<file path="src/rtl/digit_scan_ctrl.sv">
// Four-digit multiplexed 7-segment scan controller: steps an external 4:1 nibble mux,
// latches the selected nibble after a dark BLANK gap and shows it for DIV cycles.
module digit_scan_ctrl #(
    parameter int DIV   = 4,
    parameter int BLANK = 1
) (
    input  logic       clk,
    input  logic       rst_n,
    input  logic       en,
    input  logic [3:0] y_in,
    output logic [1:0] sel,
    output logic [3:0] an_n,
    output logic [6:0] seg_n,
    output logic       scan_done
);

    typedef enum logic [1:0] {
        ST_IDLE  = 2'b00,
        ST_BLANK = 2'b01,
        ST_SHOW  = 2'b10
    } state_t;

    localparam logic [15:0] BLANK_LAST = 16'(BLANK - 1);
    localparam logic [15:0] DIV_LAST   = 16'(DIV - 1);
    localparam logic [6:0]  SEG_DARK   = 7'b1111111;
    localparam logic [3:0]  AN_DARK    = 4'b1111;

    state_t      state_r;
    logic [15:0] cnt_r;
    logic [3:0]  digit_r;

    // Active-low hex decode, bit order {g,f,e,d,c,b,a}.
    function automatic logic [6:0] hex_to_seg_n(input logic [3:0] d);
        logic [6:0] s;
        case (d)
            4'h0:    s = 7'b1000000;
            4'h1:    s = 7'b1111001;
            4'h2:    s = 7'b0100100;
            4'h3:    s = 7'b0110000;
            4'h4:    s = 7'b0011001;
            4'h5:    s = 7'b0010010;
            4'h6:    s = 7'b0000010;
            4'h7:    s = 7'b1111000;
            4'h8:    s = 7'b0000000;
            4'h9:    s = 7'b0010000;
            4'hA:    s = 7'b0001000;
            4'hB:    s = 7'b0000011;
            4'hC:    s = 7'b1000110;
            4'hD:    s = 7'b0100001;
            4'hE:    s = 7'b0000110;
            4'hF:    s = 7'b0001110;
            default: s = 7'b1111111;
        endcase
        return s;
    endfunction

    function automatic logic [3:0] anode_n(input logic [1:0] s);
        return ~(4'b0001 << s);
    endfunction

    // Scan FSM; all outputs are computed for the next state so they change with it.
    always_ff @(posedge clk or negedge rst_n) begin
        if (!rst_n) begin
            state_r   <= ST_IDLE;
            cnt_r     <= 16'd0;
            sel       <= 2'd0;
            digit_r   <= 4'd0;
            an_n      <= AN_DARK;
            seg_n     <= SEG_DARK;
            scan_done <= 1'b0;
        end else begin
            case (state_r)
                ST_IDLE: begin
                    cnt_r     <= 16'd0;
                    sel       <= 2'd0;
                    digit_r   <= 4'd0;
                    an_n      <= AN_DARK;
                    seg_n     <= SEG_DARK;
                    scan_done <= 1'b0;
                    if (en) begin
                        state_r <= ST_BLANK;
                    end else begin
                        state_r <= ST_IDLE;
                    end
                end
                ST_BLANK: begin
                    scan_done <= 1'b0;
                    if (!en) begin
                        state_r <= ST_IDLE;
                        cnt_r   <= 16'd0;
                        sel     <= 2'd0;
                        digit_r <= 4'd0;
                        an_n    <= AN_DARK;
                        seg_n   <= SEG_DARK;
                    end else if (cnt_r == BLANK_LAST) begin
                        // y_in has had the whole BLANK phase to settle through the mux
                        state_r <= ST_SHOW;
                        cnt_r   <= 16'd0;
                        digit_r <= y_in;
                        an_n    <= anode_n(sel);
                        seg_n   <= hex_to_seg_n(y_in);
                    end else begin
                        state_r <= ST_BLANK;
                        cnt_r   <= cnt_r + 16'd1;
                        an_n    <= AN_DARK;
                        seg_n   <= SEG_DARK;
                    end
                end
                ST_SHOW: begin
                    if (!en) begin
                        state_r   <= ST_IDLE;
                        cnt_r     <= 16'd0;
                        sel       <= 2'd0;
                        digit_r   <= 4'd0;
                        an_n      <= AN_DARK;
                        seg_n     <= SEG_DARK;
                        scan_done <= 1'b0;
                    end else if (cnt_r == DIV_LAST) begin
                        state_r   <= ST_BLANK;
                        cnt_r     <= 16'd0;
                        sel       <= sel + 2'd1;
                        an_n      <= AN_DARK;
                        seg_n     <= SEG_DARK;
                        scan_done <= (sel == 2'd3);
                    end else begin
                        state_r   <= ST_SHOW;
                        cnt_r     <= cnt_r + 16'd1;
                        an_n      <= anode_n(sel);
                        seg_n     <= hex_to_seg_n(digit_r);
                        scan_done <= 1'b0;
                    end
                end
                default: begin
                    state_r   <= ST_IDLE;
                    cnt_r     <= 16'd0;
                    sel       <= 2'd0;
                    digit_r   <= 4'd0;
                    an_n      <= AN_DARK;
                    seg_n     <= SEG_DARK;
                    scan_done <= 1'b0;
                end
            endcase
        end
    end

endmodule

</file>
<file path="config.mk">
export PLATFORM = sky130hd
export DESIGN_NAME = digit_scan_ctrl
export DESIGN_NICKNAME = d
export VERILOG_FILES = /design/src/rtl/digit_scan_ctrl.sv
export SDC_FILE = /design/constraint.sdc
export NUM_CORES = 1
export LEC_CHECK = 0
export CAP_MARGIN = 5
export CORE_ASPECT_RATIO = 0.8
export CORE_UTILIZATION = 55
export DETAILED_ROUTE_END_ITERATION = 6
export PLACE_DENSITY_LB_ADDON = 0.08
export RECOVER_POWER = 25
export SLEW_MARGIN = 20
export SYNTH_ARGS = -nofsm -noshare
export SYNTH_HDL_FRONTEND = slang
export SYNTH_SLANG_ARGS = --single-unit
</file>
<file path="constraint.sdc">
create_clock -name clk -period 2.8 [get_ports clk]
set_clock_uncertainty 0.15 [all_clocks]
set_input_delay 0.84 -clock clk [delete_from_list [all_inputs] [get_ports clk]]
set_output_delay 0.84 -clock clk [all_outputs]
set_load 0.02 [all_outputs]
</file>
==> results of run 1 <==
-- metrics by stage --
step                      utilization, %  worst slack [ns]  instance area, um2  hold slack (ns)
final                               67.0             0.418                2850            0.348
after global placement              64.8             0.153                2760            0.332
after detailed placement            64.8             0.144                2760            0.336
after global routing                67.0             0.308                2850            0.390
after floorplan                        -             0.679                2490            0.308
after CTS                           67.0             0.403                2850            0.350
-- cell usage after synthesis (3+ instances only) --
library cell	count	area [um2]
inv_1	26	97.6
dfrtp_1	25	626
ha_1	24	300
o21ai_0	21	105
mux2i_1	12	120
nand2_1	12	45.0
nor3_1	12	60.1
clkbuf_1	11	41.3
dfstp_2	11	289
nand3_1	11	55.1
a211oi_1	10	75.1
nor2_1	10	37.5
xor2_1	9	78.8
o22ai_1	7	43.8
nand4_1	5	31.3
o211ai_1	5	37.5
and3_1	3	18.8
nor3_2	3	30.0
nor3b_1	3	22.5
nor4_4	3	63.8
o221ai_1	3	26.3
-- worst register-to-register path, cell delays in order, from the launching register on --
cell      delay, ns
dfrtp_1        0.42
inv_1          0.07
ha_1           0.16
nor3b_1        0.24
nand4_2        0.32
a32oi_4        0.68
a211oi_1       0.12
-- flip-flops by register name, summed over array words and instances, names as in the netlist --
name and flops:
state_r 2, cnt_r 16, seg_n 7, an_n 4, scan_done 1, digit_r 4, sel 2
-- path summary, 6_finish.rpt --
path	start	endpoint	slack, ns	cells after the start
worst max register to register	cnt_r[0]$_DFF_PN0_	cnt_r[14]$_DFF_PN0_	0.50	6
worst min register to register	cnt_r[0]$_DFF_PN0_	cnt_r[0]$_DFF_PN0_	0.35	1
worst min-delay path	cnt_r[0]$_DFF_PN0_	cnt_r[0]$_DFF_PN0_	0.35	1
worst max-delay path	an_n[3]$_DFF_PN1_	an_n[3]	0.42	1
max in group asynchronous	rst_n	digit_r[2]$_DFFE_PN0P_	0.91	2
min in group asynchronous	rst_n	cnt_r[15]$_DFF_PN0_	1.05	2
-- layer usage --
metal  GRT usage (%)  up-vias
met3            4.56        6
met1            38.1      880
met5               0        -
met4            7.55        0
li1                -      950
met2            31.0       53
-- power by group --
group | switching, mW | leakage, nW | internal [mW]
Combinational | 0.374 | 0.688 | 0.251
Clock | 0.193 | 0.0445 | 0.200
Sequential | 0.0412 | 0.463 | 0.646
-- cell families after synthesis --
| kind of cell | after synthesis |
|---|---|
| and+or+nand+nor | 74 |
| AOI/OAI and AO/OA | 54 |
| buffers and inverters | 40 |
| DFF | 36 |
| adders and majority gates | 24 |
| muxes | 16 |
| xor gates and xnor gates | 11 |
-- layout make-up --
| type | instances | area, um2 |
|---|---|---|
| Fill cell | 336 | 1410 |
| Sequential cell | 36 | 915 |
| Tap cell | 57 | 71.3 |
| Clock inverter | 1 | 7.51 |
| Clock buffer | 7 | 86.3 |
| Timing Repair Buffer | 28 | 258 |
| Inverter | 26 | 97.6 |
| Multi-Input combinational cell | 179 | 1420 |
==> summary.txt, run 1 <==
Clock buffer count from CTS - 5
DRT Wirelength - 5020 um
Die Ht - 62.2 um
Die X-Extent - 77.2 um
Share of cells above drive strength 1 - 15.5%
Leak - 1.19 nW
Pwr per Cell Area - 598 nW/um2
Synth warnings - 0
Largest net degree at the start of global routing - 37
Vias in the first global route - 1798
VDD IR-drop max - 0.000387 V
CTS HTree Levels - 2
Antenna diodes - 0
Drt wl/cell - 15.0 um
RSZ-0062 raised after global routing - false
Post-synthesis xor/xnor area fraction - 3.87%
Die area - 4800 um2
Clock-pin slew on the worst setup and hold paths - 0.08 ns
Total Nets Final - 307
Initial DRC count - 144
Hold Crit Class - reg2reg
Global Route Usage Sum - 23.6%
Core Area - 4260 um2
Syn Area/Cell - 9.76 um2
Most frequent cells in the layout - inv_1 (26), dfrtp_1 (25), ha_1 (24)
CTS tree - yes
Clock Latency Late Sink - 0.29 ns
Placed insts - 326
Final ANT Viol Nets - 0
Max_cap viols - 0
# port buffers - 20
Initial Util - 58.5%
Mapped cell area - 2490 um2
Initial antenna violation count - 0
Setup TNS - 0 ns
Post-synthesis compound-gate area fraction - 15.0%
Met3 wire len - 256 um
Via Count - 1889
Simple-Gate Fraction of Synth Area - 18.4%
Cell variety after synth - 43
Number of gates resized after CTS - 0
Met2 routed WL - 2000 um
Final Max Tran Viols - 0
Largest family of logic cells by synthesized area - simple AND/OR/NAND/NOR gates
Worst path bufs/invs - 1
Crit path time final - 2.38 ns
Post-Syn Nets - 286
Clk sinks - 36
Worst Max-Slew Pin Slew - 0.862 ns
Detail Placement HPWL - 3590 um
First-pass GRT wire length - 8830 um
Clk buf depth - 2
Layout Area Growth over Synthesis - 14.5%
Met1 WL - 2700 um
Crit path max-delay family - buffers and inverters
IO Count - 21
Critical path cell sequence - clkdlybuf4s50_1
CP max stage delay - 0.59 ns
Root buf cell - clkbuf_8
Power, Total - 1.70 mW
Synth Instances - 255
Sequential fraction of the synthesis area - 36.7%
Routability congestion estimate from global placement - 0.928
Prevailing post-synth register cell - dfrtp_1
FF+latch count, synth - 36
# DRC - 0
WP data required - 1.81 ns
Most common cell after layout, fill and taps aside - inv_1
Setup Crit Path Kind - reg2out
Final period utilization - 85.1%
Fin cells - 334
Final setup vio count - 0
1st-pass router iterations - 4
WP data arrival - 1.39 ns
Mux contribution to synthesized area - 7.54%
Outcome - completed
Vias per cell - 5.66
F_max - 420 MHz
Cell row count - 21
Asr flop ratio synth - 100%
Crit Path Max Fanout - 1
Worst slew margin - 42.5%
Total gr overflow - 0
Post-synthesis adder-cell area fraction - 12.1%
Setup crit start kind - flip-flop
# hold bufs at CTS - 0
Critical Path Slowest Stage Cell - clkdlybuf4s50_1
Top Layer Used - met4
Count of flip-flops with a built-in enable after synthesis - 0
Critical Path Sink Type - output pin
Setup Buffers After CTS - 0
Final hold viol count - 0
Note: power is estimated with default switching activity, not from simulation.
==> run 2: changes to the inputs <==
--- a/config.mk
+++ b/config.mk
@@ -8,6 +8,7 @@
 export CAP_MARGIN = 5
 export CORE_ASPECT_RATIO = 0.8
 export CORE_UTILIZATION = 55
+export CTS_CLUSTER_DIAMETER = 60
 export DETAILED_ROUTE_END_ITERATION = 6
 export PLACE_DENSITY_LB_ADDON = 0.08
 export RECOVER_POWER = 25
==> results of run 2 <==
Final layout, timing and power as in run 1 (identical DEF).
==> run 3: changes to the inputs <==
--- a/config.mk
+++ b/config.mk
@@ -12,6 +12,7 @@
 export DETAILED_ROUTE_END_ITERATION = 6
 export PLACE_DENSITY_LB_ADDON = 0.08
 export RECOVER_POWER = 25
+export SKIP_LAST_GASP = 1
 export SLEW_MARGIN = 20
 export SYNTH_ARGS = -nofsm -noshare
 export SYNTH_HDL_FRONTEND = slang
==> results of run 3 <==
Final layout, timing and power as in run 1 (identical DEF).
